--- src/rtl/pic_pkg.sv ---
// Shared constants, opcode patterns and decode helpers for the PIC16-style fetch path.
package pic_pkg;

    localparam int unsigned PIC_ADDR_W  = 11;
    localparam int unsigned PIC_INSTR_W = 14;

    localparam logic [PIC_INSTR_W-1:0] OP_NOP    = 14'h0000;
    localparam logic [PIC_INSTR_W-1:0] OP_RETURN = 14'h0008;
    localparam logic [PIC_INSTR_W-1:0] OP_RETFIE = 14'h0009;

    // Opcode field values matched against the top bits of the instruction word.
    localparam logic [2:0] OP_GOTO_HI  = 3'b101;
    localparam logic [2:0] OP_CALL_HI  = 3'b100;
    localparam logic [3:0] OP_RETLW_HI = 4'b1101;

    typedef enum logic {
        FILL,
        RUN
    } fetch_state_e;

    function automatic logic is_goto(input logic [PIC_INSTR_W-1:0] w);
        return w[13:11] == OP_GOTO_HI;
    endfunction

    function automatic logic is_call(input logic [PIC_INSTR_W-1:0] w);
        return w[13:11] == OP_CALL_HI;
    endfunction

    function automatic logic is_ret(input logic [PIC_INSTR_W-1:0] w);
        return (w == OP_RETURN) || (w == OP_RETFIE) || (w[13:10] == OP_RETLW_HI);
    endfunction

endpackage

--- src/rtl/pic_return_stack.sv ---
// Circular hardware return stack: overflow overwrites the oldest entry, underflow
// reuses the wrapped entry; both conditions latch a sticky flag until reset.
module pic_return_stack
    import pic_pkg::*;
#(
    parameter int unsigned DEPTH  = 8,
    parameter int unsigned DATA_W = PIC_ADDR_W
) (
    input  logic              clk,
    input  logic              rst_n,
    input  logic              push_i,
    input  logic              pop_i,
    input  logic [DATA_W-1:0] push_data_i,
    output logic [DATA_W-1:0] pop_data_c_o,
    output logic              ovf_o,
    output logic              unf_o
);

    localparam int unsigned PTR_W = $clog2(DEPTH);
    localparam int unsigned CNT_W = PTR_W + 1;

    logic [DATA_W-1:0] mem_q [DEPTH];
    logic [PTR_W-1:0]  sp_q, sp_d;
    logic [CNT_W-1:0]  cnt_q, cnt_d;
    logic              ovf_q, ovf_d;
    logic              unf_q, unf_d;

    always_comb begin
        sp_d  = sp_q;
        cnt_d = cnt_q;
        ovf_d = ovf_q;
        unf_d = unf_q;
        if (push_i) begin
            sp_d = sp_q + PTR_W'(1);
            if (cnt_q == CNT_W'(DEPTH)) begin
                ovf_d = 1'b1;
            end else begin
                cnt_d = cnt_q + CNT_W'(1);
            end
        end else if (pop_i) begin
            sp_d = sp_q - PTR_W'(1);
            if (cnt_q == '0) begin
                unf_d = 1'b1;
            end else begin
                cnt_d = cnt_q - CNT_W'(1);
            end
        end
    end

    always_ff @(posedge clk or negedge rst_n) begin
        if (!rst_n) begin
            sp_q  <= '0;
            cnt_q <= '0;
            ovf_q <= 1'b0;
            unf_q <= 1'b0;
        end else begin
            sp_q  <= sp_d;
            cnt_q <= cnt_d;
            ovf_q <= ovf_d;
            unf_q <= unf_d;
        end
    end

    // Entry storage carries no reset; contents are meaningless until pushed.
    always_ff @(posedge clk) begin
        if (push_i) begin
            mem_q[sp_q] <= push_data_i;
        end
    end

    assign pop_data_c_o = mem_q[sp_q - PTR_W'(1)];
    assign ovf_o        = ovf_q;
    assign unf_o        = unf_q;

endmodule

--- src/rtl/pic_fetch_unit.sv ---
// PIC16-style fetch front end: PC, instruction register and return stack, resolving
// GOTO/CALL/returns and execute-requested skips with one bubble per redirect.
module pic_fetch_unit
    import pic_pkg::*;
#(
    parameter int unsigned       ADDR_W      = PIC_ADDR_W,
    parameter int unsigned       INSTR_W     = PIC_INSTR_W,
    parameter int unsigned       STACK_DEPTH = 8,
    parameter logic [ADDR_W-1:0] RESET_VEC   = '0
) (
    input  logic               clk,
    input  logic               rst_n,
    output logic [ADDR_W-1:0]  Rom_addr_out,
    input  logic [INSTR_W-1:0] Rom_data_in,
    input  logic               stall,
    input  logic               skip,
    output logic [INSTR_W-1:0] ir,
    output logic               ir_valid,
    output logic [ADDR_W-1:0]  ir_pc,
    output logic               stack_ovf,
    output logic               stack_unf
);

    fetch_state_e       state_q, state_d;
    logic [ADDR_W-1:0]  pc_q, pc_d;
    logic [INSTR_W-1:0] ir_q, ir_d;
    logic               ir_valid_q, ir_valid_d;
    logic [ADDR_W-1:0]  ir_pc_q, ir_pc_d;
    logic               push_c, pop_c;
    logic [ADDR_W-1:0]  pop_data_c;

    pic_return_stack #(
        .DEPTH  (STACK_DEPTH),
        .DATA_W (ADDR_W)
    ) u_stack (
        .clk          (clk),
        .rst_n        (rst_n),
        .push_i       (push_c),
        .pop_i        (pop_c),
        .push_data_i  (pc_q),
        .pop_data_c_o (pop_data_c),
        .ovf_o        (stack_ovf),
        .unf_o        (stack_unf)
    );

    // Next-state: redirects decode the held IR and discard the word fetched this cycle.
    always_comb begin
        state_d    = state_q;
        pc_d       = pc_q;
        ir_d       = ir_q;
        ir_valid_d = ir_valid_q;
        ir_pc_d    = ir_pc_q;
        push_c     = 1'b0;
        pop_c      = 1'b0;
        if (!stall) begin
            case (state_q)
                FILL: begin
                    ir_d       = Rom_data_in;
                    ir_valid_d = 1'b1;
                    ir_pc_d    = pc_q;
                    pc_d       = pc_q + ADDR_W'(1);
                    state_d    = RUN;
                end
                RUN: begin
                    if (ir_valid_q && (is_goto(ir_q) || is_call(ir_q))) begin
                        pc_d       = ir_q[ADDR_W-1:0];
                        push_c     = is_call(ir_q);
                        ir_d       = INSTR_W'(OP_NOP);
                        ir_valid_d = 1'b0;
                    end else if (ir_valid_q && is_ret(ir_q)) begin
                        pc_d       = pop_data_c;
                        pop_c      = 1'b1;
                        ir_d       = INSTR_W'(OP_NOP);
                        ir_valid_d = 1'b0;
                    end else begin
                        ir_d       = skip ? INSTR_W'(OP_NOP) : Rom_data_in;
                        ir_valid_d = ~skip;
                        ir_pc_d    = pc_q;
                        pc_d       = pc_q + ADDR_W'(1);
                    end
                end
                default: state_d = FILL;
            endcase
        end
    end

    always_ff @(posedge clk or negedge rst_n) begin
        if (!rst_n) begin
            state_q    <= FILL;
            pc_q       <= RESET_VEC;
            ir_q       <= INSTR_W'(OP_NOP);
            ir_valid_q <= 1'b0;
            ir_pc_q    <= '0;
        end else begin
            state_q    <= state_d;
            pc_q       <= pc_d;
            ir_q       <= ir_d;
            ir_valid_q <= ir_valid_d;
            ir_pc_q    <= ir_pc_d;
        end
    end

    assign Rom_addr_out = pc_q;
    assign ir           = ir_q;
    assign ir_valid     = ir_valid_q;
    assign ir_pc        = ir_pc_q;

endmodule

--- config.mk ---
export PLATFORM = sky130hd
export DESIGN_NAME = pic_fetch_unit
export DESIGN_NICKNAME = d
export VERILOG_FILES = /design/src/rtl/pic_pkg.sv /design/src/rtl/pic_return_stack.sv /design/src/rtl/pic_fetch_unit.sv
export SDC_FILE = /design/constraint.sdc
export NUM_CORES = 1
export LEC_CHECK = 0
export CORE_MARGIN = 1
export CORE_UTILIZATION = 35
export DETAILED_ROUTE_END_ITERATION = 16
export PLACE_DENSITY = 0.57
export SLEW_MARGIN = 10
export SYNTH_ARGS = -nofsm -noshare
export SYNTH_HDL_FRONTEND = slang
export SYNTH_SLANG_ARGS = --single-unit
--- constraint.sdc ---
create_clock -name clk -period 6.9 [get_ports clk]
set_clock_uncertainty 0.2 [all_clocks]
set_input_delay 1.38 -clock clk [delete_from_list [all_inputs] [get_ports clk]]
set_output_delay 1.38 -clock clk [all_outputs]
set_load 0.01 [all_outputs]
* After elaboration in Yosys (flattened, before gate mapping)
Memory sizes are Yosys's and may differ from the RTL's.
Index checks and enable logic that the tools add are counted.
** Word-level totals
- Bits in latches :: 0
- Memory bits (read-only) :: 0
- Word-level logic and storage cells :: 68
- Output and inout bits :: 39
- Input bits :: 18
- Memory bits (writable) :: 88
- Memories kept :: 1
- Flip-flop bits (word level) :: 47
** Operators by class
- $mul :: 0
- Muxes and demuxes :: 28
- Shift operators :: 0
- Add/sub/neg operators :: 5
- $lt $le $gt $ge :: 0
- Equal/unequal tests :: 10
- Divide/modulo/power cells :: 0
- Bitwise logic cells :: 4
- Reduce and logical (&&, ||, !) cells :: 11
** Memories
- u_stack.mem_q :: depth 8, bits a word 11, read ports 1, clocked after Yosys merged registers in 0, write ports 1, line pic_return_stack.sv:22 : logic [DATA_W-1:0] mem_q [DEPTH];
** Operator list (number)
- $mux W11 :: 4
- $pmux W11 S2 :: 2
- $mux W14 :: 3
- $eq A14 B4 Y1 const B :: 2
- $pmux W14 S2 :: 1
- $mux W4 :: 4
- $add A11 B1 Y11 const B :: 1
- $mux W1 :: 11
- $reduce_and A3 Y1 :: 3
- $eq A4 B4 Y1 const B :: 2
- $ne A2 B2 Y1 const B :: 4
- $eq A3 B3 Y1 const B :: 2
- $mux W3 :: 2
- $add A4 B1 Y4 const B :: 1
- $logic_not A4 Y1 :: 1
- $not A1 Y1 :: 4
- $sub A4 B1 Y4 const B :: 1
- $add A3 B1 Y3 const B :: 1
- $logic_or A1 B1 Y1 :: 3
- $sub A3 B1 Y3 const B :: 1
- $logic_and A1 B1 Y1 :: 2
- $pmux W1 S2 :: 1
- $reduce_and A2 Y1 :: 1
- $reduce_bool A2 Y1 :: 1

* Depth between registers and ports, before layout
- Word-level depth :: 10
- Depth in mapped cells :: 10

* Hierarchy
From an unflattened synthesis, not the netlist that was laid out.
** Second synthesis, totals
- Cells, all modules :: 398
- Area, all modules :: 5988.2 µm²
** Modules (own cells, without submodules)
- pic_return_stack :: sequential area each 2867.8 µm², times used 1, area each 3898.7 µm², cells an instance 185
- pic_fetch_unit :: sequential area each 950.9 µm², times used 1, area each 2089.5 µm², cells an instance 213

* Worst setup path after synthesis
No wires, ideal clock.
- Path type :: input-to-reg
- From :: in stall
- To :: mem u_stack.mem_q[0][0] in the netlist's numbering (enable)
- Required time :: 6.292 ns
- Stages on the path :: 5
- Arrival time :: 3.258 ns
- Slack :: 3.034 ns
- Path through :: nand2b_1 -> nor3_4 -> inv_2 -> clkbuf_1 -> nor4_1
** Between the ends
- Longest elaborated chain between the ends :: 3
** RTL lines
- start: declaration :: line pic_fetch_unit.sv:15 : input logic stall,
- $mux W1 :: line pic_fetch_unit.sv:55 : if (!stall) begin
- $mux W1 :: line pic_return_stack.sv:66 : if (push_i) begin
- $mux W1 (not written as such) :: line pic_return_stack.sv:67 : mem_q[sp_q] <= push_data_i;
- end: declaration :: line pic_return_stack.sv:22
No other way between the ends.

* Final worst setup path
- From :: in stall
- To :: reg u_stack.cnt_q[3]
** Between the ends
- Longest elaborated chain between the ends :: 3
** RTL lines
- $mux W1 :: line pic_fetch_unit.sv:55
- $ne A2 B2 Y1 (no source line) / $reduce_bool A2 Y1 (equally long branches)
- $reduce_and A3 Y1 (no source line)
- end signal: assignment :: line pic_return_stack.sv:58 : cnt_q <= cnt_d;
- end: declaration :: line pic_return_stack.sv:24 : logic [CNT_W-1:0] cnt_q, cnt_d;
Parallel ways exist; a longest one is shown, timed or not.
A chain may end at the register's enable or synchronous reset.

==> results.py <==
metrics = {
    "cells_and_area": {
        "fillers": 1463,
        "final_cell_mix": "88 x edfxtp_1, 55 x clkdlybuf4s50_1, 47 x dfrtp_1",
        "syn2layout_area_growth_pct": 24.2,
        "multi_input_area_sq_mm": 0.00204,
        "regArea_sq_mm": 0.00382,
        "layout_commonest_cell": "edfxtp_1",
        "final_cells": 696,
        "drive_gt1_share_pct": 19.1,
        "layout.nets": 487,
        "fin_util_pct": 44.7,
        "antenna_cells": 0,
    },
    "min_path": {
        "hold_path.class": "register to register",
        "holdPathEnd": "u_stack.ovf_o$_DFFE_PN0P_",
        "hold_path_depth": 1,
        "hp-start": "u_stack.ovf_o$_DFFE_PN0P_",
    },
    "worst_setup_path": {
        "end_kind": "register",
        "cp_slowest_cell": "clkdlybuf4s50_1",
        "arrival_ps": 4130,
        "worstSetupStartpointType": "primary input",
        "worstSetupPathType": "primary input to register",
        "path_max_fanout": 42,
        "slowest_delay_ps": 390,
        "r2r_end": "Rom_addr_out[1]$_DFFE_PN0N_",
        "r2r_cells": 8,
        "worst-path-buf-inv": 3,
        "crit_path_frequent_cell": "a21oi_1",
        "critical_path_required_ps": 6990,
        "r2r_start": "u_stack.sp_q[0]$_DFFE_PN0P_",
        "reg2reg_slack_ps": 3880,
        "cp_cell_sequence": "clkdlybuf4s50_1 > buf_4 > nand2b_1 > nor3_4 > inv_2 > ha_1 > a21o_1 > a21oi_1 > a21oi_1 > or3_1",
        "crit_family": "simple AND/OR/NAND/NOR gates",
    },
    "clocking": {
        "clockBufferDepth": 2,
        "post_cts_buffers": 0,
        "postCtsHoldBufs": 0,
        "cts_root_buf": "clkbuf_16",
        "cts_resized": 0,
        "h-tree-depth": 4,
        "cts_tree": "built",
        "cts_sinks": 135,
        "numCtsBuffers": 17,
        "clock_latency_ps": 420,
        "clk_pin_slew_ps": 60,
    },
    "drt": {
        "dr.pass1.iters": 5,
        "m1WireLength_um": 6670,
        "drt_drc_violations_left": 0,
        "wl_met2_um": 6890,
        "wirelength_um": 14300,
        "via_count": 3676,
        "postRouteAntennaNets": 0,
        "initialDrtViolationCount": 286,
        "topRoutingLayerUsed": "met4",
        "wl_met3_um": 522,
        "routedWlPerCell_um": 20.5,
        "viasPerCell": 5.28,
    },
    "grt": {
        "grt_first_pass_wirelength_um": 22400,
        "grt_pass1_vias": 3787,
        "grt_max_degree": 48,
        "grt.total_usage_pct": 17.3,
        "antenna_found_initial": 0,
        "overflow": 0,
    },
    "placement": {
        "gp_congestion": 0.847,
        "hpwlAfterDp_um": 9420,
        "io_buffer_count": 56,
        "post-place-cells": 664,
    },
    "timing": {
        "final_hold_viol_count": 0,
        "fmax_mhz": 247,
        "worstMarginPinSlew_ps": 1060,
        "min_period_over_period_pct": 58.6,
        "drv_slew": 0,
        "fin_worst_hold_slack_ps": 280,
        "grt_setup_unrepaired": "false",
        "tns_ps": 0,
        "final-setup-viol-count": 0,
        "slew_headroom_pct": 29.7,
        "fin_crit_ps": 4040,
    },
    "pwr": {
        "vdd_drop_max_mv": 0.193,
        "leakage_nw": 2.72,
        "finalPower_mw": 2.96,
        "power-per-cell-area_mw_per_mm2": 398,
    },
    "floorplan": {
        "io-pin-count": 57,
        "die_x_um": 133,
        "core-area_sq_mm": 0.0166,
        "start_util_pct": 36.0,
        "dieArea_sq_mm": 0.0177,
        "rows": 47,
        "die_y_um": 133,
    },
    "yosys": {
        "synth_seq_area_share_pct": 63.7,
        "synth_nets": 419,
        "synth_flop_cell": "edfxtp_1",
        "ys_async_sr_fraction_pct": 34.8,
        "syn_area_per_cell_sq_um": 15.2,
        "yosysTopAreaCellShare_pct": 44.1,
        "yosysWarnings": 0,
        "ys_top_cells_by_area": "edfxtp_1 44%, dfrtp_1 20%, mux4_2 8.3%",
        "ys_seq_elements": 135,
        "syn_area_sq_mm": 0.00599,
        "synth_top_cell_by_area": "edfxtp_1",
        "postSynthCellCount": 395,
        "synth_edf_count": 88,
        "yosys.cell_types.count": 59,
    },
    "run": {
        "drv_cap": 0,
    },
    "outcome": {
        "status": "finished, final reports clean",
    },
}
## power breakdown
group | switching [mW] | leakage (nW) | internal (mW)
Clock | 0.326 | 0.296 | 0.604
Combinational | 0.455 | 1.03 | 0.444
Sequential | 0.144 | 1.40 | 0.992
## layer usage
metal | up-vias | global-route usage (%)
met4 | 0 | 5.87
met2 | 101 | 27.2
met5 | - | 0
met3 | 19 | 4.10
met1 | 1848 | 23.5
li1 | 1708 | -
## per-stage QoR
stage	setup slack, ps	area, sq um
finish	2860	7440
global route	2720	7440
CTS	2930	7440
detailed placement	2460	6830
global placement	2550	6830
floorplan	3030	5990
## synthesized netlist by cell type (7+ instances only)
library cell,number
a21oi_1,12
a22o_1,14
buf_2,9
dfrtp_1,47
edfxtp_1,88
inv_1,8
mux2_2,9
mux2_4,10
mux2i_1,7
mux4_2,22
nand2_1,19
nand3_1,11
nor2_1,15
nor3_1,11
nor4_1,9
## kinds of logic (layout without fill, tap and decap cells)
group           count (synthesis)  after routing  synth area share, %
xor+xnor                       11             11                 1.61
simple gates                   89             89                 7.95
flops                         135            135                 63.7
fa+ha+maj                       6              6                 1.38
buf+inv                        30            111                 2.44
mux                            48             48                 13.6
compound gates                 76             76                 9.27
## flip-flops by register name, summed over array words and instances, names as in the netlist
register / count
ir_valid: 1
ir_pc: 11
u_stack.unf_o: 1
u_stack.ovf_o: 1
u_stack.sp_q: 3
ir: 14
u_stack.mem_q: 88
state_q: 1
u_stack.cnt_q: 4
Rom_addr_out: 11
## how the worst max path moves through the flow
stage               startpoint                             to  depth (start not counted)
floorplan                stall  u_stack.mem_q[0][0]$_DFFE_PP_                          5
global placement         stall   u_stack.cnt_q[3]$_DFFE_PN0P_                         10
detailed placement       stall   u_stack.cnt_q[3]$_DFFE_PN0P_                         10
CTS                      stall   u_stack.cnt_q[3]$_DFFE_PN0P_                         10
global route             stall   u_stack.cnt_q[3]$_DFFE_PN0P_                         10
finish                   stall   u_stack.cnt_q[3]$_DFFE_PN0P_                         10
## final cells by class
class                   count  area share, %
clock buffers              20           5.87
clock inverters            12           2.35
inverters                   9          0.454
multi-input cells         230           27.4
flip-flops and latches    135           51.3
well taps                 220           3.70
repair buffers             70           8.88
No activity file was read; power rests on OpenSTA's default activity.
